### config.mk
export PLATFORM = sky130hd
export DESIGN_NAME = mem_stage
export DESIGN_NICKNAME = d
export VERILOG_FILES = /design/src/rtl/mem_stage.sv
export SDC_FILE = /design/constraint.sdc
export NUM_CORES = 1
export LEC_CHECK = 0
export CAP_MARGIN = 20
export CORE_MARGIN = 1.5
export CORE_UTILIZATION = 35
export CTS_CLUSTER_SIZE = 30
export DETAILED_ROUTE_END_ITERATION = 10
export PLACE_DENSITY = 0.81
export SYNTH_ARGS = -nofsm -noshare
export SYNTH_HDL_FRONTEND = slang
export SYNTH_SLANG_ARGS = --single-unit
### constraint.sdc
create_clock -name clk -period 4.9 [get_ports clk]
set_input_delay 1.47 -clock clk [delete_from_list [all_inputs] [get_ports clk]]
set_output_delay 1.47 -clock clk [all_outputs]
set_load 0.05 [all_outputs]
### src/rtl/mem_stage.sv
// MEM pipeline stage: passes ALU results to WB and runs a req/resp handshake for loads/stores.
// Optional misaligned-access trap is compiled in when MEM_MISALIGN_CHECK_EN is defined.
module mem_stage #(
    parameter int DATA_W = 64,
    parameter int RD_W   = 5
) (
    input  logic              clk,
    input  logic              rst,
    input  logic              validM,
    input  logic [DATA_W-1:0] aluResM,
    input  logic [DATA_W-1:0] storeDataM,
    input  logic [4:0]        memOpM,
    input  logic              rdWriteEnableM,
    input  logic [RD_W-1:0]   rdWriteAddrM,
    output logic              stallM,
    output logic              memReq,
    output logic              memWe,
    output logic [DATA_W-1:0] memAddr,
    output logic [DATA_W-1:0] memWdata,
    output logic [7:0]        memWstrb,
    input  logic              memReady,
    input  logic              memRvalid,
    input  logic [DATA_W-1:0] memRdata,
    output logic              rdWriteEnableW,
    output logic [RD_W-1:0]   rdWriteAddrW,
    output logic [DATA_W-1:0] rdWriteDataW,
    output logic              misalignW
);

    typedef enum logic [1:0] {IDLE, REQ, RESP, DONE} state_t;

    state_t            state;
    state_t            next_state;
    logic              capture;
    logic              misalign;
    logic              mem_go;
    logic [2:0]        off;
    logic [1:0]        size;
    logic              is_store;
    logic              is_unsigned;
    logic              rd_nonzero;
    logic [7:0]        size_mask;
    logic [DATA_W-1:0] cap_data;
    logic [DATA_W-1:0] shifted;
    logic [DATA_W-1:0] load_data;

    assign off         = aluResM[2:0];
    assign size        = memOpM[1:0];
    assign is_store    = memOpM[3];
    assign is_unsigned = memOpM[2];
    assign rd_nonzero  = |rdWriteAddrM;

`ifdef MEM_MISALIGN_CHECK_EN
    always_comb begin
        case (size)
            2'd0:    misalign = 1'b0;
            2'd1:    misalign = aluResM[0];
            2'd2:    misalign = |aluResM[1:0];
            default: misalign = |aluResM[2:0];
        endcase
    end
`else
    assign misalign = 1'b0;
`endif

    assign mem_go = validM & memOpM[4] & ~misalign;

    // Gated by rst so an in-flight access releases upstream the instant reset asserts.
    assign stallM = ~rst & (((state == IDLE) & mem_go) | (state == REQ) | (state == RESP));
    assign memReq = (state == REQ);

    always_comb begin
        case (size)
            2'd0:    size_mask = 8'h01;
            2'd1:    size_mask = 8'h03;
            2'd2:    size_mask = 8'h0F;
            default: size_mask = 8'hFF;
        endcase
    end

    assign memWe    = is_store;
    assign memAddr  = {aluResM[DATA_W-1:3], 3'b000};
    assign memWstrb = size_mask << off;
    assign memWdata = storeDataM << {off, 3'b000};

    always_ff @(posedge clk or posedge rst) begin
        // NOTE: sequential state uses non-blocking assignments so every register samples pre-edge values.
        if (rst) state <= IDLE;
        else     state <= next_state;
    end

    always_comb begin
        // NOTE: defaults first so every path assigns every output and no latch is inferred.
        next_state = state;
        capture    = 1'b0;
        case (state)
            IDLE: if (mem_go) next_state = REQ;
            REQ: begin
                if (memReady) begin
                    if (memRvalid) begin
                        capture    = 1'b1;
                        next_state = DONE;
                    end else begin
                        next_state = RESP;
                    end
                end
            end
            RESP: begin
                if (memRvalid) begin
                    capture    = 1'b1;
                    next_state = DONE;
                end
            end
            DONE:    next_state = IDLE;
            default: next_state = IDLE;
        endcase
    end

    always_ff @(posedge clk or posedge rst) begin
        // NOTE: this data register is reset so a stale value can never reach WB after reset.
        if (rst)          cap_data <= '0;
        else if (capture) cap_data <= memRdata;
    end

    assign shifted = cap_data >> {off, 3'b000};

    always_comb begin
        load_data = shifted;
        case (size)
            2'd0: load_data = is_unsigned ? {{(DATA_W-8){1'b0}}, shifted[7:0]}
                                          : {{(DATA_W-8){shifted[7]}}, shifted[7:0]};
            2'd1: load_data = is_unsigned ? {{(DATA_W-16){1'b0}}, shifted[15:0]}
                                          : {{(DATA_W-16){shifted[15]}}, shifted[15:0]};
            2'd2: load_data = is_unsigned ? {{(DATA_W-32){1'b0}}, shifted[31:0]}
                                          : {{(DATA_W-32){shifted[31]}}, shifted[31:0]};
            default: load_data = shifted;
        endcase
    end

    always_ff @(posedge clk or posedge rst) begin
        if (rst) begin
            rdWriteEnableW <= 1'b0;
            rdWriteAddrW   <= '0;
            rdWriteDataW   <= '0;
        end else if (state == DONE) begin
            rdWriteEnableW <= validM & rdWriteEnableM & ~is_store & rd_nonzero;
            rdWriteAddrW   <= rdWriteAddrM;
            rdWriteDataW   <= load_data;
        end else if (stallM) begin
            rdWriteEnableW <= 1'b0;
        end else begin
            // A misaligned mem op lands here too and must not write back.
            rdWriteEnableW <= validM & ~memOpM[4] & rdWriteEnableM & rd_nonzero;
            rdWriteAddrW   <= rdWriteAddrM;
            rdWriteDataW   <= aluResM;
        end
    end

`ifdef MEM_MISALIGN_CHECK_EN
    logic misalign_q;

    always_ff @(posedge clk or posedge rst) begin
        if (rst) misalign_q <= 1'b0;
        else     misalign_q <= (state == IDLE) & validM & memOpM[4] & misalign;
    end

    assign misalignW = misalign_q;
`else
    assign misalignW = 1'b0;
`endif

endmodule

==> out/metrics.yaml, run 1 <==
cts_root_buf: "clkbuf_16"
clock_path_buffers: 2
synth-edff-count: 0
drtIter0Drc: 1149
synth_ff_type: "dfrtp_1"
initial_utilization: 0.357
yosysUniqueCellTypes: 49
rows: 61
hold_buffers: 0
grt_pass1_wl_microns: 61100
power_uw: 8680
crit_type: "input pin to primary output"
routed_via_density: 5.66
wire_per_inst_microns: 24.1
place.port_buffers: 413
nFillCells: 2446
synthMuxAreaShare: 0.255
post-dp-hpwl_microns: 32600
gr-total-overflow: 0
cts_tree: "yes"
cts_max_level: 4
synth_cells: 1043
clock-sinks: 136
grt_usage: 0.283
yosys.area_share.xor_xnor: 0
drive_above_1_share: 0.234
status: "finished clean"
grt_pass1_vias: 9426
ir_drop_mv: 0.302
ant_nets: 0
fp.dieW_microns: 171
gp_congestion: 1.04
synth_area_leaders: "dfrtp_1, mux2_2, mux2i_1, buf_4, a211oi_1"
clk_latency_ns: 0.43
setup_viol: 0
synth-adder-area-share: 0.00504
routed_wl_microns: 42400
drv_slew: 0
antenna_found_initial: 5
clk_pin_slew_ns: 0.06
rsz0062_at_grt: "false"
placed_area_sq_um: 14800
hold_violations: 0
pin_count: 418
synth-warning-count: 0
nets: 1577
grtUsageMet3: 0.0497
relSlewSlack: 0.425
rrSetupSlack_ns: 1.99
syn2layout_area_growth_pct: 55.0
timing.setup.tns_ns: 0
async_flop_share: 1.00
worst-slew-pin-transition_ns: 0.862
top_usage_layer: "met2"
max_freq_ghz: 0.219
area.sequential_sq_um: 3400
syn_avg_cell_area_sq_um: 9.53
critPathArrivalTime_ns: 3.10
fin_area_sq_um: 15400
crit_path_end_kind: "primary output"
synth-seq-area-share: 0.343
holdWs_ns: 0.490
clock_skew_ns: 0.0118
leakagePower_uw: 0.00610
cts_made_buffers: 17
chipHeight_microns: 171
powerDensity_nw_per_um2: 564
yosys.area.top_type_share: 0.343
required_ns: 3.43
synth_top_family_by_area: "multiplexers"
dr_total_vias: 9970
worst_setup_path_start_kind: "input pin"
remaining_drc_errors: 0
cts_setup_buffers: 0
grt.met2_usage: 0.442
synth_simple_gate_area_frac: 0.113
dieArea_sq_um: 29400
cts_resized: 0
synth_compound_area_frac: 0.189
globalRouteMet1Util: 0.384
cap_violations: 0
critPathMaxFanout: 57
core_sq_um: 27900
synth_top_cell_by_area: "dfrtp_1"
multi_input_area_sq_um: 5650
ys_ff_latch: 136
hold_class: "register to register"
synth_area_sq_um: 9940
period_minus_slack_ns: 4.57
grt_max_degree: 74
first_pass_iters: 5
period_share: 0.934
-- placed cells by master (no fill, tap or decap), types with 23 or more instances in the layout --
cell type / count
and2_1: 62
a211oi_1: 63
mux2_2: 124
clkdlybuf4s50_1: 337
o22ai_1: 23
buf_4: 40
a21oi_1: 74
buf_12: 75
nand2_1: 55
mux2i_1: 75
a22oi_1: 32
nor2_1: 70
o21ai_0: 36
dfrtp_1: 136
-- cell families (layout without fill, tap and decap cells) --
logic type                 count (synthesis)  after routing
DFF                                      136            136
muxes                                    221            221
and+or+nand+nor                          232            232
AOI/OAI and AO/OA                        284            284
adders and majority gates                  4              4
other                                      1             11
buffers and inverters                    165            496
-- power breakdown --
group | switching (uW) | internal (uW) | leakage (uW)
logic | 3070 | 1990 | 0.00418
registers | 539 | 1710 | 0.00162
clock network | 523 | 856 | 0.000298
total | 4130 | 4550 | 0.00610
-- cell type report --
class	instances	area share
antenna	7	0.00114
clock buffer	18	0.0279
clock inverter	13	0.0125
inverter	11	0.00292
multi-input combinational	745	0.367
sequential	136	0.221
tap	378	0.0307
timing repair buffer	454	0.337
-- per-layer routing --
| layer | share of wire | routed length, microns |
|---|---|---|
| met5 | 0 | 0 |
| met4 | 0.036 | 1540 |
| met3 | 0.078 | 3330 |
| met2 | 0.47 | 19700 |
| met1 | 0.42 | 17800 |
-- state kept, by name, summed over array words and instances (netlist names) --
name            cells
rdWriteEnableW      1
rdWriteDataW       64
cap_data           64
state               2
rdWriteAddrW        5
-- worst max-delay path, stage by stage --
cell     delay, ns
buf_6         0.45
buf_4         0.27
mux2i_1       0.28
nor2_1        0.07
a21oi_1       0.19
mux2i_2       0.14
buf_12        0.17
-- worst paths after layout --
check / startpoint / to / depth (start not counted)
min reg2reg: rdWriteDataW[20] / rdWriteDataW[20] / 2
max in group asynchronous: rst / rdWriteDataW[53] / 3
max: aluResM[0] / memWdata[49] / 7
min in group asynchronous: rst / rdWriteDataW[63] / 2
min: rdWriteDataW[20] / rdWriteDataW[20] / 2
max reg2reg: state[0] / rdWriteDataW[46] / 9
-- cells in the mapped netlist, drive strengths merged, types with 2 or more instances --
master	count
mux4	13
clkbuf	54
o22ai	23
a22oi	38
or3	2
or4	3
or2	2
o21a	2
and2	62
nand2	55
a211oi	64
mux2i	83
ha	4
a221oi	2
nand3	8
dfrtp	136
nor2b	11
a31oi	3
and3	3
o221ai	2
nor3	6
nand2b	5
a32oi	2
o21ai	53
mux2	125
a21oi	85
buf	100
o211ai	3
nor2	73
inv	11
-- metrics by stage --
step | setup slack (ns) | utilization | std cells
global route | 0.257 | 0.553 | 1760
finish | 0.326 | 0.553 | 1762
detailed placement | 0.345 | 0.530 | 1723
global placement | 0.357 | 0.530 | 1723
CTS | 0.347 | 0.552 | 1754
floorplan | 0.0394 | - | 1046
Note: power is estimated with default switching activity, not from simulation.
==> run 2, diff against run 1 <==
--- a/config.mk
+++ b/config.mk
@@ -5,8 +5,7 @@
 export SDC_FILE = /design/constraint.sdc
 export NUM_CORES = 1
 export LEC_CHECK = 0
-export CAP_MARGIN = 20
-export CORE_MARGIN = 1.5
+export CORE_MARGIN = 4
 export CORE_UTILIZATION = 35
 export CTS_CLUSTER_SIZE = 30
 export DETAILED_ROUTE_END_ITERATION = 10
==> run 2 against run 1 <==
- final area down 1.2%
- highest routed layer is now met5
- non-clock buffer count decreased by 10
- hold slack gained 0.010 ns
- sequential power hardly changed
- sequential share of layout area up 0.26 points
- maximum frequency down 2.9%
- critical endpoint is now memWdata[32]
- critical path type unchanged
- routed wire length is 0.58% higher
- global-route usage shrank 2.3 points
- combinational power shrank 1%
- largest power group unchanged
- largest cell class unchanged
- first-iteration DRC count down 12%
==> out/metrics.yaml, run 2 (synthesis results as in run 1) <==
power_frac_clock: 0.144  # -0.015
routed.top_layer: "met5"
ant_nets: 0  # unchanged
post-dp-hpwl_microns: 33400  # +2.3%
setup_viol: 0  # unchanged
max_freq_ghz: 0.212  # -2.9%
clk_pin_slew_ns: 0.06  # about the same
cts_max_level: 4  # unchanged
initial_utilization: 0.357  # unchanged
rrSetupSlack_ns: 2.16  # +0.17 ns
rows: 61  # unchanged
cts_setup_buffers: 0  # unchanged
clock_skew_ns: 0.0109  # -0.000846 ns
crit_type: "input pin to primary output"
critPathArrivalTime_ns: 3.24  # +0.14 ns
remaining_drc_errors: 0  # unchanged
period_minus_slack_ns: 4.71  # +0.136 ns
cts_tree: "yes"
chipHeight_microns: 176  # +2.9%
fp.dieW_microns: 176  # +2.9%
nets: 1567  # -0.63%
hp-start: "rdWriteDataW[18]"
dr_wl_met2_microns: 19700  # -0.20%
drive_above_1_share: 0.229  # -0.00487
grt_max_degree: 96  # +30%
r2r-start: "state[0]"
comb_power_share: 0.591  # +0.008
holdWs_ns: 0.500  # +0.0104 ns
r2r_end: "rdWriteDataW[56]"
first_pass_iters: 5  # unchanged
min_path_cells: 2  # unchanged
worst-slew-pin-transition_ns: 1.22  # +0.359 ns
gp_congestion: 0.993  # -4.1%
required_ns: 3.43  # about the same
grt_pass1_vias: 9560  # +1.4%
cpPeakStageDelay_ns: 0.97  # +0.52 ns
clock_path_buffers: 2  # unchanged
routed_via_density: 5.53  # -2.2%
final.setup.worst_slack_ns: 0.189  # -0.136 ns
critPathMaxFanout: 38  # -33%
reg2reg_depth: 9  # unchanged
met3_wirelength_microns: 3440  # +3.4%
p_sw_frac: 0.481  # +0.00519
pre_cts_ws_ns: 0.275  # -0.0708 ns
area.sequential_sq_um: 3400  # unchanged
grt_pass1_wl_microns: 61400  # +0.50%
largest_registers: "cap_data x64, rdWriteDataW x64, rdWriteAddrW x5"
crit_chain: "buf_6, nor2_1, nand3_1, o21ai_1, buf_12"
clock-sinks: 136  # unchanged
place.port_buffers: 413  # unchanged
dieArea_sq_um: 31100  # +5.9%
rsz0062_at_grt: "false"
dr_total_vias: 9691  # -2.8%
wl_met1_microns: 17600  # -1.3%
drtIter0Drc: 1013  # -12%
ir_drop_mv: 0.259  # -14%
pin_count: 418  # unchanged
wire_per_inst_microns: 24.3  # +1.2%
cts_resized: 0  # unchanged
cts_made_buffers: 17  # unchanged
cts_root_buf: "clkbuf_16"
grt_usage: 0.259  # -0.0233
final_cell_mix: "clkdlybuf4s50_1, dfrtp_1, mux2_2"
status: "finished clean"
core_sq_um: 27900  # unchanged
min_to: "rdWriteDataW[18]"
antenna_found_initial: 9  # +4
hold_violations: 0  # unchanged
gr-total-overflow: 0  # unchanged
p_int_uw: 4400  # -3.3%
worst_setup_path_start_kind: "input pin"
power_frac_seq: 0.265  # +0.006
cpMaxStageDelayCell: "nor2_1"
syn2layout_area_growth_pct: 53.2
startpoint: "aluResM[0]"
relSlewSlack: 0.183  # -0.243
period_share: 0.961  # +0.0278
powerDensity_nw_per_um2: 557  # -1.1%
routed_wl_microns: 42600  # +0.58%
multi_input_area_sq_um: 5650  # unchanged
hold_class: "register to register"
clk_latency_ns: 0.43  # about the same
timing.setup.tns_ns: 0  # unchanged
cap_violations: 0  # unchanged
p_switching_uw: 4080  # -1.2%
hold_buffers: 0  # unchanged
leakagePower_uw: 0.00601  # -1.5%
nFillCells: 2392  # -2.2%
layout_commonest_cell: "clkdlybuf4s50_1"
crit_path_end_kind: "primary output"
drv_slew: 0  # unchanged
## run 2: changes by cell type in the layout (fill, tap and decap cells not counted), sizes merged
cell / change
buf: -10
clkinv: +5
inv: -4
bufinv: -3
clkbuf: +1
clkinvlp: +1
## run 2: power groups by stage
stage / Clock [uW] / Combinational, uW / Sequential, uW
2_1_floorplan: 0 / 2340 / 3030
3_3_place_gp: 0 / 4890 / 2210
3_5_place_dp: 0 / 4970 / 2250
4_1_cts: 1240 / 4990 / 2230
5_1_grt: 1290 / 5250 / 2310
6_report: 1220 / 5010 / 2250
## run 2: worst max path at each step
stage | endpoint | slack (ns)
detailed placement | memWdata[32] | 0.27
global route | memWdata[32] | 0.09
finish | memWdata[32] | 0.19
global placement | memWdata[63] | 0.35
floorplan | memWdata[47] | 0.04
CTS | memWdata[32] | 0.27
## run 2: final cells by class
cell class | instances | share of cell area
repair buffers | 444 | 0.334
inverters | 11 | 0.00296
diodes | 7 | 0.00115
multi-input cells | 745 | 0.371
flip-flops and latches | 136 | 0.224
clock inverters | 12 | 0.00682
clock buffers | 19 | 0.0298
well taps | 378 | 0.0311
## run 2: per-layer routing
layer,vias up,global-route usage
met3,101,0.0715
met5,-,0
met4,4,0.112
li1,4382,-
met1,4713,0.338
met2,491,0.405
## run 2: metrics by stage
stage / instances / area [sq um] / power [uW] / utilization
2_1_floorplan: 1046 / 9990 / 5370 / -
3_3_place_gp: 1714 / 14600 / 7100 / 0.526
3_5_place_dp: 1714 / 14600 / 7220 / 0.526
4_1_cts: 1745 / 15200 / 8470 / 0.546
5_1_grt: 1752 / 15200 / 8850 / 0.546
6_report: 1752 / 15200 / 8480 / 0.546
## run 2: critical path: cells and delay by family
| kind | cells | cell delay, ns |
|---|---|---|
| buf+inv | 2 | 0.36 |
| simple gates | 2 | 1.16 |
| compound gates | 1 | 0.20 |
